<file path="src/rtl/bcd_a_contadores.sv">
// bcd_a_contadores: two-digit BCD field loader for the time counters.
// Reverse double-dabble over 8 cycles, range check, then one register write.
module bcd_a_contadores (
   input  logic       clk,
   input  logic       rst_n,
   input  logic       in_valid,
   output logic       in_ready,
   input  logic [2:0] in_sel,
   input  logic [3:0] in_tens,
   input  logic [3:0] in_ones,
   output logic [7:0] countsecs,
   output logic [7:0] countmins,
   output logic [7:0] counthours,
   output logic [7:0] countdays,
   output logic [7:0] countmonths,
   output logic [7:0] countyears,
   output logic [5:0] upd,
   output logic       done,
   output logic       err
);

   typedef enum logic [1:0] {
      IDLE  = 2'd0,
      SHIFT = 2'd1,
      CHECK = 2'd2
   } state_t;

   localparam logic [2:0] SEL_SECS   = 3'd0;
   localparam logic [2:0] SEL_MINS   = 3'd1;
   localparam logic [2:0] SEL_HOURS  = 3'd2;
   localparam logic [2:0] SEL_DAYS   = 3'd3;
   localparam logic [2:0] SEL_MONTHS = 3'd4;
   localparam logic [2:0] SEL_YEARS  = 3'd5;

   state_t      state;
   state_t      state_nx;

   logic [15:0] scr;
   logic [15:0] scr_sh;
   logic [15:0] scr_nx;
   logic [2:0]  it;
   logic [2:0]  sel;
   logic        bad;

   logic        accept;
   logic        in_bad;
   logic        last_it;
   logic [7:0]  val;
   logic [7:0]  lo;
   logic [7:0]  hi;
   logic        range_bad;
   logic        bad_fin;
   logic [5:0]  upd_hot;

   assign accept  = in_valid & in_ready;
   assign last_it = (it == 3'd7);
   assign val     = scr[7:0];

   assign in_bad = (in_tens > 4'd9) |
                   (in_ones > 4'd9) |
                   (in_sel  > 3'd5);

   // One reverse double-dabble step: shift right, then pull
   // each BCD nibble back into range by subtracting 3.
   always_comb begin
      scr_sh = {1'b0, scr[15:1]};
      scr_nx = scr_sh;
      if (scr_sh[15:12] >= 4'd8)
         scr_nx[15:12] = scr_sh[15:12] - 4'd3;
      if (scr_sh[11:8] >= 4'd8)
         scr_nx[11:8] = scr_sh[11:8] - 4'd3;
   end

   always_comb begin
      lo = 8'd0;
      hi = 8'd0;
      case (sel)
         SEL_SECS: begin
            lo = 8'd0;
            hi = 8'd59;
         end
         SEL_MINS: begin
            lo = 8'd0;
            hi = 8'd59;
         end
         SEL_HOURS: begin
            lo = 8'd0;
            hi = 8'd23;
         end
         SEL_DAYS: begin
            lo = 8'd1;
            hi = 8'd31;
         end
         SEL_MONTHS: begin
            lo = 8'd1;
            hi = 8'd12;
         end
         SEL_YEARS: begin
            lo = 8'd0;
            hi = 8'd99;
         end
         default: begin
            lo = 8'd0;
            hi = 8'd0;
         end
      endcase
   end

   assign range_bad = (val < lo) | (val > hi);
   assign bad_fin   = bad | range_bad;

   always_comb begin
      upd_hot = 6'd0;
      case (sel)
         SEL_SECS:   upd_hot = 6'b000001;
         SEL_MINS:   upd_hot = 6'b000010;
         SEL_HOURS:  upd_hot = 6'b000100;
         SEL_DAYS:   upd_hot = 6'b001000;
         SEL_MONTHS: upd_hot = 6'b010000;
         SEL_YEARS:  upd_hot = 6'b100000;
         default:    upd_hot = 6'b000000;
      endcase
   end

   always_ff @(posedge clk or negedge rst_n) begin
      if (!rst_n)
         state <= IDLE;
      else
         state <= state_nx;
   end

   always_comb begin
      state_nx = state;
      in_ready = 1'b0;
      unique case (state)
         IDLE: begin
            in_ready = 1'b1;
            if (accept)
               state_nx = SHIFT;
         end
         SHIFT: begin
            if (last_it)
               state_nx = CHECK;
         end
         CHECK: begin
            state_nx = IDLE;
         end
         default: begin
            state_nx = IDLE;
         end
      endcase
   end

   // Scratch, counter and captured request.
   always_ff @(posedge clk or negedge rst_n) begin
      if (!rst_n) begin
         scr <= 16'd0;
         it  <= 3'd0;
         sel <= 3'd0;
         bad <= 1'b0;
      end else begin
         unique case (state)
            IDLE: begin
               if (accept) begin
                  scr <= {in_tens, in_ones, 8'h00};
                  it  <= 3'd0;
                  sel <= in_sel;
                  bad <= in_bad;
               end
            end
            SHIFT: begin
               scr <= scr_nx;
               it  <= it + 3'd1;
            end
            default: begin
               scr <= scr;
            end
         endcase
      end
   end

   // Field registers and the one-cycle status pulses.
   always_ff @(posedge clk or negedge rst_n) begin
      if (!rst_n) begin
         countsecs   <= 8'd0;
         countmins   <= 8'd0;
         counthours  <= 8'd0;
         countdays   <= 8'd1;
         countmonths <= 8'd1;
         countyears  <= 8'd0;
         upd         <= 6'd0;
         done        <= 1'b0;
         err         <= 1'b0;
      end else begin
         upd  <= 6'd0;
         done <= 1'b0;
         err  <= 1'b0;
         if (state == CHECK) begin
            done <= 1'b1;
            err  <= bad_fin;
            if (!bad_fin) begin
               upd <= upd_hot;
               case (sel)
                  SEL_SECS:   countsecs   <= val;
                  SEL_MINS:   countmins   <= val;
                  SEL_HOURS:  counthours  <= val;
                  SEL_DAYS:   countdays   <= val;
                  SEL_MONTHS: countmonths <= val;
                  SEL_YEARS:  countyears  <= val;
                  default:    countsecs   <= countsecs;
               endcase
            end
         end
      end
   end

endmodule

</file>
<file path="config.mk">
export PLATFORM = sky130hd
export DESIGN_NAME = bcd_a_contadores
export DESIGN_NICKNAME = d
export VERILOG_FILES = /design/src/rtl/bcd_a_contadores.sv
export SDC_FILE = /design/constraint.sdc
export NUM_CORES = 1
export LEC_CHECK = 0
export BUFFER_PORTS_ARGS = -buffer_cell sky130_fd_sc_hd__buf_2
export CORE_MARGIN = 2
export CORE_UTILIZATION = 37
export CTS_CLUSTER_DIAMETER = 40
export DETAILED_ROUTE_END_ITERATION = 7
export PLACE_DENSITY = 0.63
export RECOVER_POWER = 25
export SLEW_MARGIN = 10
export SYNTH_ARGS = -nofsm -noshare
export SYNTH_HDL_FRONTEND = slang
export SYNTH_SLANG_ARGS = --single-unit
</file>
<file path="constraint.sdc">
create_clock -name clk -period 2.55 [get_ports clk]
set_input_delay 0.1275 -clock clk [delete_from_list [all_inputs] [get_ports clk]]
set_output_delay 0.1275 -clock clk [all_outputs]
set_load 0.005 [all_outputs]
</file>
; After elaboration in Yosys (flattened, before gate mapping)
; Cells that the tools add are included.
[word_totals]
register_bits = 81
latchBits = 0
ram_bits = 0
romBits = 0
input_bits = 14
out_inout_bits = 57
elab_cells = 68
n_memories = 0
[classes]
add_sub_neg = 2
mul = 0
div = 0
order_cmp = 6
eq_ne = 10
shifts = 0
muxes = 16
n_bitwise = 6
n_reduce_logical = 14
[op_table]
columns = operator, count
row1 = 6-bit one-hot mux with 6 select lines, 1
row2 = 7-bit one-hot mux with 5 select lines, 1
row3 = 16-bit one-hot mux with 2 select lines, 1
row4 = 3-bit AND reduction, 6
row5 = 16-bit two-way mux, 1
row6 = 6-bit two-way mux, 2
row7 = "3-bit == test, second input constant", 3
row8 = "4-bit greater-than comparator, second input constant", 2
row9 = 8-bit greater-than comparator, 1
row10 = 8-bit < comparator, 1
row11 = "3-bit by 2-bit == test with 1-bit output, second input constant", 2
row12 = 3-bit one-hot mux with 2 select lines, 1
row13 = 2-bit AND reduction, 3
row14 = "4-bit >= comparator, second input constant", 1
row15 = 1-bit two-way mux, 4
row16 = 2-bit two-way mux, 2
row17 = 4-bit two-way mux, 1
row18 = "2-bit != test, second input constant", 2
row19 = 1-bit bitwise OR, 4
row20 = 2-bit one-hot mux with 2 select lines, 1
row21 = 2-bit OR reduction, 2
row22 = "4-bit by 2-bit subtractor with 4-bit output, second input constant", 1
row23 = "3-bit by 1-bit adder with 3-bit output, second input constant", 1
row24 = "3-bit by 1-bit == test with 1-bit output, second input constant", 1
row25 = other kinds (9), 9

; Longest topological paths before layout
; Gate-level depths: netlist of run 1.
[depth]
word_depth = 8
depth_mapped = 12
mapped_depth_nobuf = 10

; Least setup slack after synthesis of run 1
; No wires, ideal clock.
[synth_path]
kind = reg-to-reg
start = reg sel[2]
end = reg countmins[0]
setup_ps = 125
arrival_ps = 2540
required_ps = 2425
path_slack_ps = -114
stages_incl_launch_ff = 13
n_path_buf = 2
period_less_slack_ps = 2664
cell_sequence = dfrtp_1 clkbuf_1 nor2b_1 and2_1 nor2_1 ha_1 nand4_1 nor2_1 a211oi_1 nor3_4 and3_1 buf_4 mux2_2
[synth_via]
elab_chain_cells = 8
word_cells_on_any_way = 16
[synth_rtl]
columns = item, line
row1 = from (decl), 42  ; logic [2:0] sel;
row2 = from (signal assigned), 167  ; sel <= in_sel;
row3 = "3-bit by 1-bit == test with 1-bit output, or another cell as far along", "77, 203"
row4 = 2-bit OR reduction (no line), --
row5 = 7-bit one-hot mux with 5 select lines or 1-bit two-way mux (tied branches), 77  ; case (sel)
row6 = 8-bit greater-than comparator or 8-bit < comparator (tied branches), 109  ; assign range_bad = (val < lo) | (val > hi);
row7 = 1-bit bitwise OR, 109
row8 = 1-bit bitwise OR, 110  ; assign bad_fin = bad | range_bad;
row9 = 1-bit NOT (no line), --
row10 = 3-bit AND reduction (no line) (*), --
row11 = to (signal assigned), 205  ; SEL_MINS: countmins <= val;
row12 = to (decl), 12  ; output logic [7:0] countmins,
; Every way passes the cells marked *; elsewhere a longest branch is shown, timed or not.
; A chain may end at the register's enable or synchronous reset.

; Worst setup path in the final report of run 1
[layout_path]
start = reg sel[2]
end = reg countyears[3]
[layout_via]
elab_chain_cells = 8
word_cells_on_any_way = 16
[layout_rtl]
columns = item, line
row1 = "3-bit by 1-bit == test with 1-bit output, or another cell as far along", 77
row2 = 2-bit OR reduction (no line), --
row3 = 7-bit one-hot mux with 5 select lines or 1-bit two-way mux (tied branches), 77
row4 = 8-bit greater-than comparator or 8-bit < comparator (tied branches), 109
row5 = 1-bit bitwise OR, 109
row6 = 1-bit bitwise OR, 110
row7 = 1-bit NOT (no line), --
row8 = 3-bit AND reduction (no line) (*), --
row9 = to (signal assigned), 209  ; SEL_YEARS: countyears <= val;
row10 = to (decl), 16  ; output logic [7:0] countyears,
; Marks and branches as above.

==> qor.yml, run 1 <==
power:
  power_frac_seq_pct: 39.2
  p_int_uw: 2652
  switchingPower_uw: 1592
  power_per_cell_area_nw_per_um2: 936.0
  pwr-share-comb_pct: 38.2
  cellLeakagePower_uw: 0.002322
  swShare_pct: 37.52
  p_clk_share_pct: 22.6
  max-vdd-ir-drop_uv: 294.2
timing:
  worst_pin_slew_ns: 1.228
  period_share_pct: 100.1
  fin_ws_ns: -0.003064
  fin_hold_ws_ns: -0.001937
  setup_tns_ns: -0.003064
  final_max_slew_viol_count: 0
  rsz0062_at_grt: "true"
  hold_viol: 1
  relSlewSlack_pct: 17.50
  fmax_mhz: 391.7
  finalSetupViolations: 1
  finClkSkew_ns: 0.01185
  period_needed_ns: 2.553
flow_run:
  cap_violations: 0
setup_path:
  crit_end: "countyears[3]"
  critical_path_class: "flip-flop to flip-flop"
  regToRegEndpoint: "countyears[3]"
  r2r_setup_slack_ns: -0.003
  reg2regPathDepth: 13
  crit_chain: "nor2b_4 > and2_4 > nor2_2 > ha_1 > nand4_1 > nor2_2 > buf_4 > a21oi_4 > nor3_4 > buf_6 > buf_6 > nand4_4 > mux2_2"
  reg2reg_from: "sel[2]"
  end_kind: "flip-flop"
  startpoint_type: "flip-flop"
  cp_data_required_time_ns: 2.79
  path_depth: 13
  arrival_ns: 2.80
  setup.worst_path.start: "sel[2]"
  cpPeakStageDelay_ns: 0.42
  cpMaxStageDelayCell: "dfrtp_2"
  critPathTopFamily: "simple AND/OR/NAND/NOR gates"
  cp_max_fo: 6
  path_buf_inv: 3
clock_network:
  clk-insertion-delay-late_ns: 0.36
  htreeDepth: 3
  cts_buffer_depth: 2
  clock-sinks: 81
  cts.clk_slew.worst_paths_ns: 0.09
  cts_buffers: 9
  cts_root_buf: "clkbuf_8"
  cts_tree: "done"
logic_synthesis:
  ys_ff_latch: 81
  syn_inst: 288
  synth_edf_count: 0
  synth.distinct_cells: 37
  synthArstFlopShare_pct: 100.0
  netlist_area_um2: 3427
  yosysWarnings: 0
  synth_area_per_cell_um2: 11.90
  synth-seq-area-share_pct: 59.22
  synth_nets: 313
  synthFlopType: "dfrtp_1"
hold_path:
  hp-start: "in_tens[0]"
  hold_path_class: "input port to flip-flop"
layout:
  antennaDiodeCount: 0
  design_area_um2: 4534
  nFillCells: 848
  area_growth_pct: 32.31
  final_net_count: 415
  fin_util_pct: 49.78
  final_common_cell: "dfrtp_1"
  mostFrequentLayoutCells: "dfrtp_1 (77), buf_2 (45), nand2_1 (43), mux2_2 (27), buf_4 (26)"
  drive_gt1_share_pct: 40.76
detailed_routing:
  firstDrtPassIters: 4
  ant_nets: 0
  drtIter0Drc: 68
  viasPerCell: 4.966
  routedWlPerCell_um: 16.41
  via_count: 2513
  drc: 0
  drt-total-wl_um: 8302
grt:
  grt_max_degree: 82
  grt_pass1_vias: 2505
  overflow: 0
  antenna_found_initial: 0
  grtUsageTotal_pct: 17.09
  grt_pass1_wl_um: 13110
run_status:
  violations: "negative hold slack, negative setup slack"
  outcome: "complete, but fails checks"
placed_design:
  gp_congestion: 0.9388
  place_ws_ns: -0.1986
  port_buffers: 70
  placed_cell_area_um2: 4068
  dpl.hpwl_um: 5023
die:
  die_width_um: 100.2
  initial_core_util_pct: 37.62
  rows: 35
  die_h_um: 100.2
  die_area_um2: 10050
  io_pins: 71
  coreArea_um2: 9109
worst min-delay path, cell delays in order:
cell	delay, ns
buf_2	0.09
nand2_1	0.04
a31oi_1	0.07
state kept, by name (all words and copies together) (netlist names):
register and flops:
sel 3, scr 16, countmins 8, countdays 8, upd 6, countmonths 8, done 1, countsecs 8
counthours 8, bad 1, state 2, countyears 8, it 3, err 1
Yosys cell counts, types with 3 or more instances:
master / n / area [um^2]
ha_1: 11 / 137.6
nor2b_1: 5 / 31.28
clkbuf_1: 16 / 60.06
o21ai_0: 16 / 80.08
nor2_1: 9 / 33.78
a31oi_1: 6 / 37.54
nand4_2: 3 / 37.54
nand2_1: 43 / 161.4
dfrtp_1: 79 / 1977
a21oi_1: 5 / 25.02
nand3_1: 4 / 20.02
and2_1: 7 / 43.79
inv_1: 11 / 41.29
nand2b_1: 3 / 18.77
mux2_2: 42 / 473.0
power by group through the flow:
stage	Clock, uW	Combinational (uW)	Sequential, uW
after detailed placement	0	1340	1680
after floorplan	0	851	1630
after CTS	980	1440	1650
after global routing	1050	1810	1700
final	961	1620	1660
after global placement	0	1300	1670
per-stage QoR:
step | total power (uW) | instances
finish | 4244 | 506
CTS | 4077 | 500
floorplan | 2481 | 288
global route | 4553 | 506
global placement | 2970 | 476
detailed placement | 3020 | 476
how the worst min path moves through the flow:
stage | to | slack [ns] | cells past startpoint
3_5_place_dp | scr[15] | 0.34 | 3
4_1_cts | scr[12] | 0.001 | 3
3_3_place_gp | scr[15] | 0.34 | 3
5_1_grt | scr[8] | 0.007 | 3
6_report | scr[12] | -0.002 | 3
2_1_floorplan | bad | -0.17 | 0
routing by layer:
metal  GRT usage [%]  up-vias  part of all wire (%)
li1                -     1195                     -
met1           21.99     1247                    45
met2           27.93       56                    49
met3           3.830       15                   4.2
met4           7.060        0                   2.0
met5               0        -                     0
cell families after synthesis:
kind of cell / after synthesis / synth area share (%)
compound gates: 37 / 6.426
xor+xnor: 2 / 0.5112
fa+ha+maj: 11 / 4.016
buf+inv: 30 / 3.505
flops: 81 / 59.22
mux: 42 / 13.80
simple gates: 85 / 12.52
timing repair:
item | CTS | global route
endpoints found under the hold margin | 83 | 0
setup buffers | 2 | 5
gates cloned | 3 | 2
pin swaps | 5 | 9
hold buffers | 5 | 0
endpoints found under the setup margin | 46 | 47
resized for setup | 9 | 35
cell type report:
cell class / count / area, um^2 / share of cell area [%]
Clock buffer: 9 / 123.9 / 2.732
Inverter: 11 / 41.29 / 0.9106
Timing Repair Buffer: 105 / 620.6 / 13.69
Tap cell: 111 / 138.9 / 3.063
Clock inverter: 7 / 77.57 / 1.711
Sequential cell: 81 / 2032 / 44.81
Multi-Input combinational cell: 182 / 1500 / 33.09
(Power assumes the default switching activity.)
==> run 2, diff against run 1 <==
--- a/config.mk
+++ b/config.mk
@@ -14,2 +14,3 @@
 export RECOVER_POWER = 25
+export REMOVE_ABC_BUFFERS = 1
 export SLEW_MARGIN = 10
==> constraint.sdc (replaced) <==
create_clock -name clk -period 2.55 [get_ports clk]
set_input_delay 0.51 -clock clk [delete_from_list [all_inputs] [get_ports clk]]
set_output_delay 0.51 -clock clk [all_outputs]
set_load 0.005 [all_outputs]
==> qor.yml, run 2 (synthesis gave the netlist of run 1 again) <==
die:
  initial_core_util_pct: 37.62  # unchanged
  die_area_um2: 10050  # unchanged
  rows: 35  # unchanged
  die_h_um: 100.2  # unchanged
  io_pins: 71  # unchanged
  coreArea_um2: 9109  # unchanged
  die_width_um: 100.2  # unchanged
timing:
  worst_pin_slew_ns: 1.794  # was 1.228 ns
  final_max_slew_viol_count: 31  # was 0
  rsz0062_at_grt: "true"  # unchanged
  period_share_pct: 97.48  # was 100.1%
  fmax_mhz: 402.3  # was 391.7 MHz
  hold_viol: 0  # was 1
  finalSetupViolations: 0  # was 1
  relSlewSlack_pct: -19.61  # was 17.50%
  setup_tns_ns: 0  # was -0.003064 ns
  finClkSkew_ns: 0.008886  # was 0.01185 ns
  period_needed_ns: 2.486  # was 2.553 ns
grt:
  antenna_found_initial: 0  # unchanged
  overflow: 0  # unchanged
  grt_max_degree: 52  # was 82
  grt_pass1_vias: 2327  # was 2,505
  grtUsageTotal_pct: 14.92  # was 17.09%
  grt_pass1_wl_um: 11700  # was 13,110 um
detailed_routing:
  drt-total-wl_um: 7533  # was 8302 um
  via_count: 2431  # was 2,513
  viasPerCell: 4.992  # was 4.966
  routedWlPerCell_um: 15.47  # was 16.41 um
  routed-wl-met2_um: 3458  # was 4079 um
  drtIter0Drc: 109  # was 68
  met1_length_um: 3674  # was 3704 um
  top_layer: "met4"  # unchanged
  drc: 0  # unchanged
  wl_met3_um: 334  # was 352 um
  ant_nets: 0  # unchanged
  firstDrtPassIters: 6  # was 4
layout:
  regMostFlops: "scr"  # unchanged
  final_cells: 487  # was 506
  mostFrequentLayoutCells: "dfrtp_1 (78), buf_2 (69), nand2_1 (42), mux2_2 (41), o21ai_0 (16)"  # was dfrtp_1 (77), buf_2 (45), nand2_1 (43), mux2_2 (27), buf_4 (26)
  final_net_count: 396  # was 415
  drive_gt1_share_pct: 44.15  # was 40.76%
  regArea_um2: 2031  # was 2032 um^2
  final_common_cell: "dfrtp_1"  # unchanged
  multiInputGateArea_um2: 1384  # was 1500 um^2
  antennaDiodeCount: 0  # unchanged
  largest_register_ffs: 16  # unchanged
  area_growth_pct: 26.65  # was 32.31%
  nFillCells: 836  # was 848
power:
  switchingPower_uw: 1460  # was 1592 uW
  power_frac_seq_pct: 41.6  # was 39.2%
  p_clk_share_pct: 24.0  # was 22.6%
  max-vdd-ir-drop_uv: 470.2  # was 294.2 uV
  power_per_cell_area_nw_per_um2: 921.0  # was 936.0 nW/um^2
  p_int_uw: 2538  # was 2652 uW
  pwr-share-comb_pct: 34.4  # was 38.2%
  swShare_pct: 36.53  # was 37.52%
  cellLeakagePower_uw: 0.002344  # was 0.002322 uW
run_status:
  outcome: "complete, but fails checks"  # unchanged
  violations: "max-capacitance violations, max-slew violations"  # was negative hold slack, negative setup slack
clock_network:
  htreeDepth: 3  # unchanged
  cts_root_buf: "clkbuf_8"  # unchanged
  cts.clk_slew.worst_paths_ns: 0.09  # about the same
  cts_buffers: 9  # unchanged
  cts_buffer_depth: 2  # unchanged
  clock-sinks: 81  # unchanged
  clk-insertion-delay-late_ns: 0.34  # was 0.36 ns
  cts_hold_buf: 0  # was 5
  cts_tree: "done"  # unchanged
placed_design:
  gp_congestion: 0.8931  # was 0.9388
  port_buffers: 70  # unchanged
  place_inst: 466  # was 476
  dpl.hpwl_um: 4992  # was 5023 um
setup_path:
  cp_max_fo: 9  # was 6
  crit_top_cell: "buf_6"
  critical_path_class: "flip-flop to flip-flop"  # unchanged
  reg2reg_from: "sel[2]"  # unchanged
  end_kind: "flip-flop"  # unchanged
  arrival_ns: 2.71  # was 2.80 ns
  crit_chain: "nor2b_4 > buf_6 > nand2_2 > ha_4 > nand4b_1 > nor2_2 > a211oi_2 > nor3_4 > buf_6 > nand4_4 > mux2_2"  # was nor2b_4 > and2_4 > nor2_2 > ha_1 > nand4_1 > nor2_2 > buf_4 > a21oi_4 > nor3_4 > buf_6 > buf_6 > nand4_4 > mux2_2
  setup.worst_path.start: "sel[2]"  # unchanged
  path_buf_inv: 2  # was 3
  cpMaxStageDelayCell: "dfrtp_1"  # was dfrtp_2
  critPathTopFamily: "simple AND/OR/NAND/NOR gates"  # unchanged
  cpPeakStageDelay_ns: 0.42  # about the same
  startpoint_type: "flip-flop"  # unchanged
  cp_data_required_time_ns: 2.77  # was 2.79 ns
flow_run:
  cap_violations: 1  # was 0
hold_path:
  hold_path_class: "input port to flip-flop"  # unchanged
  hp-start: "in_sel[0]"  # was in_tens[0]
-- run 2: changes by cell type in the layout (fill, tap and decap cells not counted), moves of 3 or more --
cell / change
buf_2: +24
clkbuf_1: -22
mux2_2: +14
mux2_4: -14
buf_4: -13
dlygate4sd3_1: -5
buf_12: +3
nand4_4: -3
-- run 2: repair_timing --
action                                  in CTS  in global routing
cloned                                       0                  2
resized for setup                            1                 20
pin swaps                                    0                  3
endpoints found under the setup margin      18                 45
setup buffers                                0                  3
-- run 2: worst reg2reg max path, delay by kind of cell, from the launching register on --
family / cells / cell delay [ns]
muxes: 1 / 0.33
AOI/OAI and AO/OA: 1 / 0.06
adders and majority gates: 1 / 0.27
buffers and inverters: 2 / 0.32
DFF: 1 / 0.42
and+or+nand+nor: 6 / 0.96
-- run 2: path summary, 6_finish.rpt --
check                                 to  slack (ns)  cells after the start
max in group asynchronous         sel[0]        0.76                      1
min reg2reg                counthours[7]        0.49                      1
max reg2reg                countyears[4]        0.06                     11
min                               sel[0]        0.37                      3
min in group asynchronous         upd[5]        0.64                      1
max                        countyears[4]        0.06                     11
-- run 2: through the flow --
| step | setup slack (ns) | instance area, um^2 | hold slack [ns] | utilization, % | power [uW] |
|---|---|---|---|---|---|
| floorplan | -0.07644 | 3348 | 0.2144 | - | 2402 |
| global placement | 0.03043 | 3998 | 0.4647 | 43.89 | 2860 |
| finish | 0.06419 | 4340 | 0.3686 | 47.65 | 3998 |
| global route | -0.08612 | 4340 | 0.3969 | 47.65 | 4280 |
| CTS | -0.02286 | 4212 | 0.09119 | 46.24 | 3867 |
| detailed placement | -0.01770 | 3998 | 0.4700 | 43.89 | 2898 |
-- run 2: per-layer routing --
| layer | up-vias | GRT usage, % |
|---|---|---|
| met2 | 69 | 22.87 |
| met4 | 0 | 4.426 |
| met5 | - | 0 |
| met3 | 8 | 3.273 |
| met1 | 1203 | 21.31 |
| li1 | 1151 | - |
-- run 2: area by class of cell --
type | instances | share of cell area, %
clock inverters | 5 | 1.470
multi-input cells | 179 | 31.88
clock buffers | 11 | 3.257
flip-flops and latches | 81 | 46.79
inverters | 11 | 0.9513
well taps | 111 | 3.200
repair buffers | 89 | 12.45
-- run 2: power groups by stage --
| stage | clock network (uW) | logic, uW | registers, uW |
|---|---|---|---|
| floorplan | 0 | 702 | 1700 |
| global placement | 0 | 1190 | 1670 |
| detailed placement | 0 | 1230 | 1670 |
| CTS | 980 | 1240 | 1650 |
| global route | 1030 | 1560 | 1690 |
| finish | 958 | 1370 | 1660 |
